[config.mk]
export PLATFORM = sky130hd
export DESIGN_NAME = tlb_unit
export DESIGN_NICKNAME = d
export VERILOG_FILES = /design/src/rtl/tlb_unit.sv
export SDC_FILE = /design/constraint.sdc
export NUM_CORES = 2
export LEC_CHECK = 0
export BUFFER_PORTS_ARGS = -buffer_cell sky130_fd_sc_hd__buf_2
export CORE_UTILIZATION = 27
export CTS_BUF_LIST = sky130_fd_sc_hd__clkbuf_4
export CTS_CLUSTER_DIAMETER = 120
export DETAILED_ROUTE_END_ITERATION = 10
export PLACE_DENSITY = 0.48
export RECOVER_POWER = 100
export SYNTH_ARGS = -nofsm -noshare
export SYNTH_HDL_FRONTEND = slang
export SYNTH_SLANG_ARGS = --single-unit
[constraint.sdc]
create_clock -name clk -period 9.5 [get_ports clk]
set_clock_uncertainty 0.15 [all_clocks]
set_input_delay 1.9 -clock clk [delete_from_list [all_inputs] [get_ports clk]]
set_output_delay 1.9 -clock clk [all_outputs]
set_load 0.1 [all_outputs]
[src/rtl/tlb_unit.sv]
// tlb_unit: 16-entry fully associative MIPS32-style joint TLB with CP0 ops and one-cycle registered translation.
module tlb_unit #(
   parameter int ENTRIES = 16
) (
   input  logic        clk,
   input  logic        reset,
   input  logic        cpu_pause_i,
   input  logic        instr_tlbwi_i,
   input  logic        instr_tlbwr_i,
   input  logic        instr_tlbr_i,
   input  logic        instr_tlbp_i,
   input  logic [31:0] cp0_index_i,
   input  logic [31:0] cp0_random_i,
   input  logic [31:0] cp0_entryhi_i,
   input  logic [31:0] cp0_entrylo0_i,
   input  logic [31:0] cp0_entrylo1_i,
   input  logic        trans_req_i,
   input  logic [31:0] trans_vaddr_i,
   input  logic        trans_rw_i,
   input  logic        trans_by_instr_i,
   output logic [31:0] trans_paddr_o,
   output logic        trans_valid_o,
   output logic [3:0]  tlb_entryhi_match_index_o,
   output logic        tlb_entryhi_hit_o,
   output logic [31:0] cp0_entryhi_o,
   output logic        cp0_entryhi_data_valid_o,
   output logic [31:0] cp0_entrylo0_o,
   output logic        cp0_entrylo0_data_valid_o,
   output logic [31:0] cp0_entrylo1_o,
   output logic        cp0_entrylo1_data_valid_o,
   output logic [31:0] cp0_bad_vaddr_o,
   output logic        exception_tlb_refill_o,
   output logic        exception_tlb_invalid_o,
   output logic        exception_tlb_mod_o,
   output logic        exception_tlb_rw_o,
   output logic        exception_tlb_by_instr_o
);
   typedef struct packed {
      logic [18:0] vpn2;
      logic [7:0]  asid;
      logic        g;
      logic [19:0] pfn0;
      logic [2:0]  c0;
      logic        d0;
      logic        v0;
      logic [19:0] pfn1;
      logic [2:0]  c1;
      logic        d1;
      logic        v1;
   } entry_t;

   entry_t      ent_q [ENTRIES];
   entry_t      ent_d, r_ent;
   logic        wr_en, op_r, op_p;
   logic [3:0]  wr_idx;
   logic        p_hit, t_hit;
   logic [3:0]  p_idx, t_idx;
   logic        unmapped, odd, pg_v, pg_d, refill, invalid, modify, exc;
   logic [19:0] pg_pfn;
   logic [31:0] paddr_d;

   logic [31:0] paddr_q, bad_vaddr_q, rhi_q, rlo0_q, rlo1_q;
   logic [3:0]  pidx_q;
   logic        valid_q, refill_q, invalid_q, mod_q, rw_q, by_instr_q, phit_q, rvalid_q;

   logic unused;
   assign unused = ^{cp0_index_i[31:4], cp0_random_i[31:4], cp0_entryhi_i[12:8],
                     cp0_entrylo0_i[31:26], cp0_entrylo1_i[31:26]};

   always_comb begin
      wr_en  = instr_tlbwi_i | instr_tlbwr_i;
      wr_idx = instr_tlbwi_i ? cp0_index_i[3:0] : cp0_random_i[3:0];
      op_r   = instr_tlbr_i & ~wr_en;
      op_p   = instr_tlbp_i & ~wr_en & ~instr_tlbr_i;
      ent_d  = {cp0_entryhi_i[31:13], cp0_entryhi_i[7:0], cp0_entrylo0_i[0] & cp0_entrylo1_i[0],
                cp0_entrylo0_i[25:1], cp0_entrylo1_i[25:1]};
      p_hit  = 1'b0;
      p_idx  = 4'd0;
      t_hit  = 1'b0;
      t_idx  = 4'd0;
      // Scan downward so the lowest matching index is the one left standing.
      for (int i = ENTRIES - 1; i >= 0; i--) begin
         if (ent_q[i].vpn2 == cp0_entryhi_i[31:13] && (ent_q[i].g || ent_q[i].asid == cp0_entryhi_i[7:0])) begin
            p_hit = 1'b1;
            p_idx = 4'(i);
         end
         if (ent_q[i].vpn2 == trans_vaddr_i[31:13] && (ent_q[i].g || ent_q[i].asid == cp0_entryhi_i[7:0])) begin
            t_hit = 1'b1;
            t_idx = 4'(i);
         end
      end
      r_ent    = ent_q[cp0_index_i[3:0]];
      unmapped = trans_vaddr_i[31:30] == 2'b10;
      odd      = trans_vaddr_i[12];
      pg_pfn   = odd ? ent_q[t_idx].pfn1 : ent_q[t_idx].pfn0;
      pg_v     = odd ? ent_q[t_idx].v1 : ent_q[t_idx].v0;
      pg_d     = odd ? ent_q[t_idx].d1 : ent_q[t_idx].d0;
      refill   = ~unmapped & ~t_hit;
      invalid  = ~unmapped & t_hit & ~pg_v;
      modify   = ~unmapped & t_hit & pg_v & ~pg_d & trans_rw_i;
      exc      = refill | invalid | modify;
      paddr_d  = unmapped ? {3'b0, trans_vaddr_i[28:0]} : exc ? 32'd0 : {pg_pfn, trans_vaddr_i[11:0]};
   end

   always_ff @(posedge clk) begin
      if (reset) begin
         for (int i = 0; i < ENTRIES; i++) ent_q[i] <= '0;
         paddr_q     <= '0;
         bad_vaddr_q <= '0;
         rhi_q       <= '0;
         rlo0_q      <= '0;
         rlo1_q      <= '0;
         pidx_q      <= '0;
         valid_q     <= 1'b0;
         refill_q    <= 1'b0;
         invalid_q   <= 1'b0;
         mod_q       <= 1'b0;
         rw_q        <= 1'b0;
         by_instr_q  <= 1'b0;
         phit_q      <= 1'b0;
         rvalid_q    <= 1'b0;
      end else if (!cpu_pause_i) begin
         if (wr_en) ent_q[wr_idx] <= ent_d;
         valid_q   <= trans_req_i;
         refill_q  <= trans_req_i & refill;
         invalid_q <= trans_req_i & invalid;
         mod_q     <= trans_req_i & modify;
         if (trans_req_i) paddr_q <= paddr_d;
         if (trans_req_i && exc) begin
            bad_vaddr_q <= trans_vaddr_i;
            rw_q        <= trans_rw_i;
            by_instr_q  <= trans_by_instr_i;
         end
         rvalid_q <= op_r;
         if (op_r) begin
            rhi_q  <= {r_ent.vpn2, 5'b0, r_ent.asid};
            rlo0_q <= {6'b0, r_ent.pfn0, r_ent.c0, r_ent.d0, r_ent.v0, r_ent.g};
            rlo1_q <= {6'b0, r_ent.pfn1, r_ent.c1, r_ent.d1, r_ent.v1, r_ent.g};
         end
         if (op_p) begin
            phit_q <= p_hit;
            if (p_hit) pidx_q <= p_idx;
         end
      end
   end

   assign trans_paddr_o             = paddr_q;
   assign trans_valid_o             = valid_q;
   assign tlb_entryhi_match_index_o = pidx_q;
   assign tlb_entryhi_hit_o         = phit_q;
   assign cp0_entryhi_o             = rhi_q;
   assign cp0_entrylo0_o            = rlo0_q;
   assign cp0_entrylo1_o            = rlo1_q;
   assign cp0_entryhi_data_valid_o  = rvalid_q;
   assign cp0_entrylo0_data_valid_o = rvalid_q;
   assign cp0_entrylo1_data_valid_o = rvalid_q;
   assign cp0_bad_vaddr_o           = bad_vaddr_q;
   assign exception_tlb_refill_o    = refill_q;
   assign exception_tlb_invalid_o   = invalid_q;
   assign exception_tlb_mod_o       = mod_q;
   assign exception_tlb_rw_o        = rw_q;
   assign exception_tlb_by_instr_o  = by_instr_q;
endmodule

# Word level (Yosys, flattened, before mapping)
# Memory sizes are Yosys's and may differ from the RTL's.
# Cells that the tools add are included.
totals:
  register_bits: 155
  mem_bits_rw: 1248
  in_bits: 202
  out_inout_bits: 174
  elab_cells: 221
  mem_count: 1
classes:
  eq_ne: 49
  muxes: 79
  bitwise: 23
  n_reduce_logical: 55
mem_list:
  columns: ["memory", "depth", "width", "read_ports", "rd_ports_with_merged_regs", "write_ports", "line", "source"]
  rows:
  - ["ent_q", 16, 78, 18, 0, 16, "52", "entry_t ent_q [ENTRIES];"]
ops:
  columns: ["cell", "n"]
  rows:
  - ["$eq A19 B19 Y1", 32]
  - ["$mux W4", 34]
  - ["$eq A8 B8 Y1", 16]
  - ["$mux W78", 1]
  - ["$reduce_or A78 Y1", 1]
  - ["$mux W32", 2]
  - ["$mux W1", 41]
  - ["$logic_and A1 B1 Y1", 33]
  - ["$mux W20", 1]
  - ["$logic_or A1 B1 Y1", 16]
  - ["$and A1 B1 Y1", 13]
  - ["$reduce_and A2 Y1", 4]
  - ["$not A1 Y1", 7]
  - ["$or A1 B1 Y1", 3]
  - ["$reduce_and A3 Y1", 1]
  - ["$eq A2 B2 Y1 const B", 1]

# Depth between registers and ports, before layout
# An unclocked memory read counts as a cell.
depth:
  ltp_word: 28
  mapped_depth: 20
  ltp_nobuf: 13

# Least setup slack after synthesis
# No wires, ideal clock.
synth_timing:
  path_kind: "input to register"
  start: "input port trans_vaddr_i[27]"
  end: "register paddr_q[13], in the netlist trans_paddr_o[13]"
  setup_time_ps: 118
  t_arrival_ps: 5666
  t_required_ps: 9232
  setup_slack_ps: 3565
  path_stages: 15
  path_buffers: 4
  path_cell_list: "buf_2 > buf_2 > xor2_1 > nor4_1 > nand2_1 > or4_1 > nand2_1 > o211ai_1 > nor2_1 > buf_2 > clkbuf_1 > mux2_2 > mux4_2 > a41oi_1 > nor2_1"
synth_via:
  elab_chain_cells: 26
  word_cells_on_any_way: 81
  cone_classes: "16 x eq/ne; 37 x mux; 11 x bitwise; 16 x reduce/logical; 1 x memory"
synth_rtl:
  columns: ["item", "line", "source"]
  rows:
  - ["from (decl)", "18", "input logic [31:0] trans_vaddr_i,"]
  - ["$eq A19 B19 Y1", "87", "if (ent_q[i].vpn2 == trans_vaddr_i[31:13] && (ent_q[i].g || ent_q[i].asid == cp0_entryhi_i[7:0])) begin"]
  - ["$logic_and A1 B1 Y1", "87", null]
  - ["$mux W4 (16 in series)", "87", null]
  - ["$mem_v2 Z16 W78", null, null]
  - ["$mux W1 (on tied branches)", "96, 97", null]
  - ["$and A1 B1 Y1 (tied with other cells)", "100", "modify = ~unmapped & t_hit & pg_v & ~pg_d & trans_rw_i;"]
  - ["$and A1 B1 Y1 (on tied branches)", "100, 99", null]
  - ["$and A1 B1 Y1 / $or A1 B1 Y1 (equally long branches)", "100, 101", null]
  - ["$or A1 B1 Y1", "101", "exc = refill | invalid | modify;"]
  - ["$mux W32 (*) (2 in series)", "102", "paddr_d = unmapped ? {3'b0, trans_vaddr_i[28:0]} : exc ? 32'd0 : {pg_pfn, trans_vaddr_i[11:0]};"]
  - ["to (signal assigned)", "128", "if (trans_req_i) paddr_q <= paddr_d;"]
  - ["to (decl)", "62", "logic [31:0] paddr_q, bad_vaddr_q, rhi_q, rlo0_q, rlo1_q;"]
# Mark *: on every way between the ends. The rest lies on a longest branch, timed or not.
# A chain may end at the register's enable or synchronous reset.

==> impl_metrics.tcl <==
set metrics [dict create \
    finalMaxSlewViolations 2436 \
    vias 52110 \
    portBuffers 285 \
    die_x_microns 537.1 \
    power_density_nw_per_um2 172.3 \
    dp_hpwl_microns 188800 \
    synth_area_sq_um 77320 \
    coreArea_sq_um 285000 \
    die_y_microns 537.1 \
    period_needed_ns 8.294 \
    ir_worst_vdd_v 0.0001025 \
    yosys_warnings 0 \
    drtAntennaViolNets 0 \
    grt_usage_pct 20.73 \
    grt_max_degree 130 \
    setup_tns_ns 0 \
    clockBufferDepth 4 \
    drc_errors 0 \
    drtPass1Iterations 7 \
    cts_setup_buffers 0 \
    max_freq_mhz 120.6 \
    drt_first_iter_violations 4938 \
    viasPerCell 5.057 \
    drive_above_1_share_pct 21.18 \
    wire_per_inst_microns 29.64 \
    end_kind "flip-flop" \
    gp_congestion 0.9017 \
    timing.hold.ws_ns 0.3047 \
    drv_cap 68 \
    synth_cells 5910 \
    final_hold_viol_count 0 \
    grt_remaining_overflow 0 \
    synth.top_cell.area_share_pct 48.47 \
    period_share_pct 87.31 \
    layout_setup_ws_ns 1.206 \
    status "finished with violations" \
    path_class "in2reg" \
    cts_resized 0 \
    synth_cell_types 62 \
    yosysSeqAreaShare_pct 52.46 \
    htreeDepth 5 \
    ys_async_sr_fraction_pct 0 \
    start_util_pct 27.13 \
    cts_tree "yes" \
    setup_viol 0 \
    min_path_type "reg2reg" \
    power.leakage_uw 0.02863 \
    post-place-ws_ns 1.425 \
    failed_checks "capacitance limit, slew limit" \
    yosysTopAreaCell "edfxtp_1" \
    grt_pass1_wl_microns 420200 \
    maxSlewHeadroom_pct -214.6 \
    clk_pin_slew_ns 0.06 \
    clockRootBuffer "clkbuf_4" \
    drt-total-wl_microns 305400 \
    final.fill_count 29040 \
    num_rows 196 \
    io_pins 376 \
    num-nets-final 6392 \
    synth_area_leaders "edfxtp_1 48%, mux4_2 12%, and2_1 10%, mux2i_1 5.5%, xor2_1 5.0%" \
    multiInputGateArea_sq_um 34540 \
    clkLatencyLatePin_ns 1.34 \
    ys_ff_latch 1402 \
    grt_pass1_vias 52980 \
    cp.required_ns 10.42 \
    rsz0062_at_grt "false" \
    synth-edff-count 1248 \
    critPathLaunchType "input port" \
    numCtsBuffers 405 \
    arrival_ns 9.22 \
    cts_hold_buf 0 \
    syn_to_final_growth_pct 13.10 \
    synth-main-ff-cell "edfxtp_1" \
    dieArea_sq_um 288500 \
    ff_latch_area_sq_um 40560 \
    antenna_found_initial 63 \
    critical_path.max_fanout 52 \
    cts_sinks 1402 \
    tightest_slew_ns 4.719 \
    syn_area_per_cell_sq_um 13.08 \
]
-- worst max-delay path: stages --
cell,delay (ns)
clkbuf_1,0.54
inv_1,0.18
a21oi_1,0.08
nor3_1,0.20
nand2_1,0.20
nor2_1,0.55
clkbuf_1,2.01
clkbuf_1,2.96
and3_1,0.41
-- per-layer routing --
layer / track usage, % / part of all wire (%) / wire length [microns] / vias up
li1: - / - / - / 22290
met1: 27.00 / 42 / 126800 / 26940
met2: 34.27 / 47 / 144800 / 2238
met3: 3.764 / 7.1 / 21570 / 606
met4: 7.633 / 3.9 / 12010 / 30
met5: 0 / 0.060 / 183 / -
-- worst paths after layout --
| kind | from | to | slack (ns) | cells after the start |
|---|---|---|---|---|
| max | cp0_index_i[0] | ent_q[8][50] | 1.21 | 9 |
| min | exception_tlb_mod_o | exception_tlb_mod_o | 0.30 | 2 |
| max reg2reg | ent_q[7][55] | trans_paddr_o[19] | 3.29 | 15 |
| min reg2reg | exception_tlb_mod_o | exception_tlb_mod_o | 0.30 | 2 |
-- registers in the layout (all words and copies together), names as in the netlist, 4 cells and up --
signal                     flops
cp0_entrylo0_o                25
cp0_entryhi_o                 27
cp0_bad_vaddr_o               32
cp0_entrylo1_o                26
trans_paddr_o                 32
tlb_entryhi_match_index_o      4
ent_q                       1248
-- layout by cell type, fill, tap and decap left out, drive strengths merged, types with 13 or more instances in the layout --
| cell type | count |
|---|---|
| o31ai | 13 |
| buf | 215 |
| o21ai | 25 |
| xor2 | 444 |
| and2 | 1239 |
| and3 | 19 |
| edfxtp | 1248 |
| nor3 | 37 |
| a41oi | 16 |
| nand2 | 206 |
| xnor2 | 292 |
| clkinv | 102 |
| diode | 24 |
| mux2 | 55 |
| a22o | 64 |
| nand3 | 38 |
| nand3b | 16 |
| nor2 | 133 |
| nand2b | 70 |
| conb | 17 |
| a21oi | 126 |
| dfxtp | 154 |
| nand4 | 76 |
| mux4 | 415 |
| clkbuf | 828 |
| nor4 | 115 |
| or2 | 19 |
| mux2i | 424 |
| inv | 16 |
-- metrics by stage --
stage	power [uW]	std cells	cell area, sq um	utilization [%]
global route	15650	10290	87420	30.68
floorplan	8553	5926	77380	-
finish	15070	10300	87440	30.69
detailed placement	9292	9545	82650	29.00
global placement	9274	9545	82650	29.00
CTS	15220	10280	87880	30.84
-- power breakdown --
group / total [uW] / internal, uW / switching (uW)
Combinational: 1870 / 656 / 1210
Clock: 5900 / 3040 / 2860
Sequential: 7300 / 7060 / 240
-- cell type report --
cell class / count / area share (%)
sequential: 1402 / 46.38
antenna: 24 / 0.06868
timing repair buffer: 425 / 2.623
clock inverter: 116 / 0.6811
clock buffer: 618 / 5.306
tap: 3762 / 5.383
inverter: 11 / 0.05580
multi-input combinational: 3945 / 39.50
-- synthesized netlist by cell type (3+ instances only) --
library cell	n
xnor2_1	292
mux4_2	415
a221oi_1	7
buf_6	6
nor3b_1	5
or2_2	19
and2_1	1239
mux2i_1	424
nand2_1	206
nand3_1	38
o22ai_1	7
inv_1	9
a41oi_1	16
a31oi_1	3
xor2_1	444
a41o_1	7
a21oi_1	126
a22oi_1	5
dfxtp_1	154
nor2_1	133
nand4_1	76
a31o_2	3
nand3b_1	16
mux2_2	55
o31ai_1	13
o21ai_0	23
nor2b_1	6
and3_1	19
nand2b_1	70
nor3_1	37
clkbuf_1	377
edfxtp_1	1248
buf_2	101
nor4_1	115
o211ai_1	11
a32oi_1	4
buf_4	26
a22o_1	64
buf_1	58
-- logic make-up (layout without fill, tap and decap cells) --
group	Yosys count	count (layout)	synth area share (%)
multiplexers	894	894	18.38
AO/OA/AOI/OAI	311	311	2.743
XOR/XNOR	736	736	8.338
flip-flops	1402	1402	52.46
AND/OR/NAND/NOR	1987	1987	14.92
buffers and inverters	579	1170	3.159
other	1	41	0.004850
No activity file was read; power rests on OpenSTA's default activity.
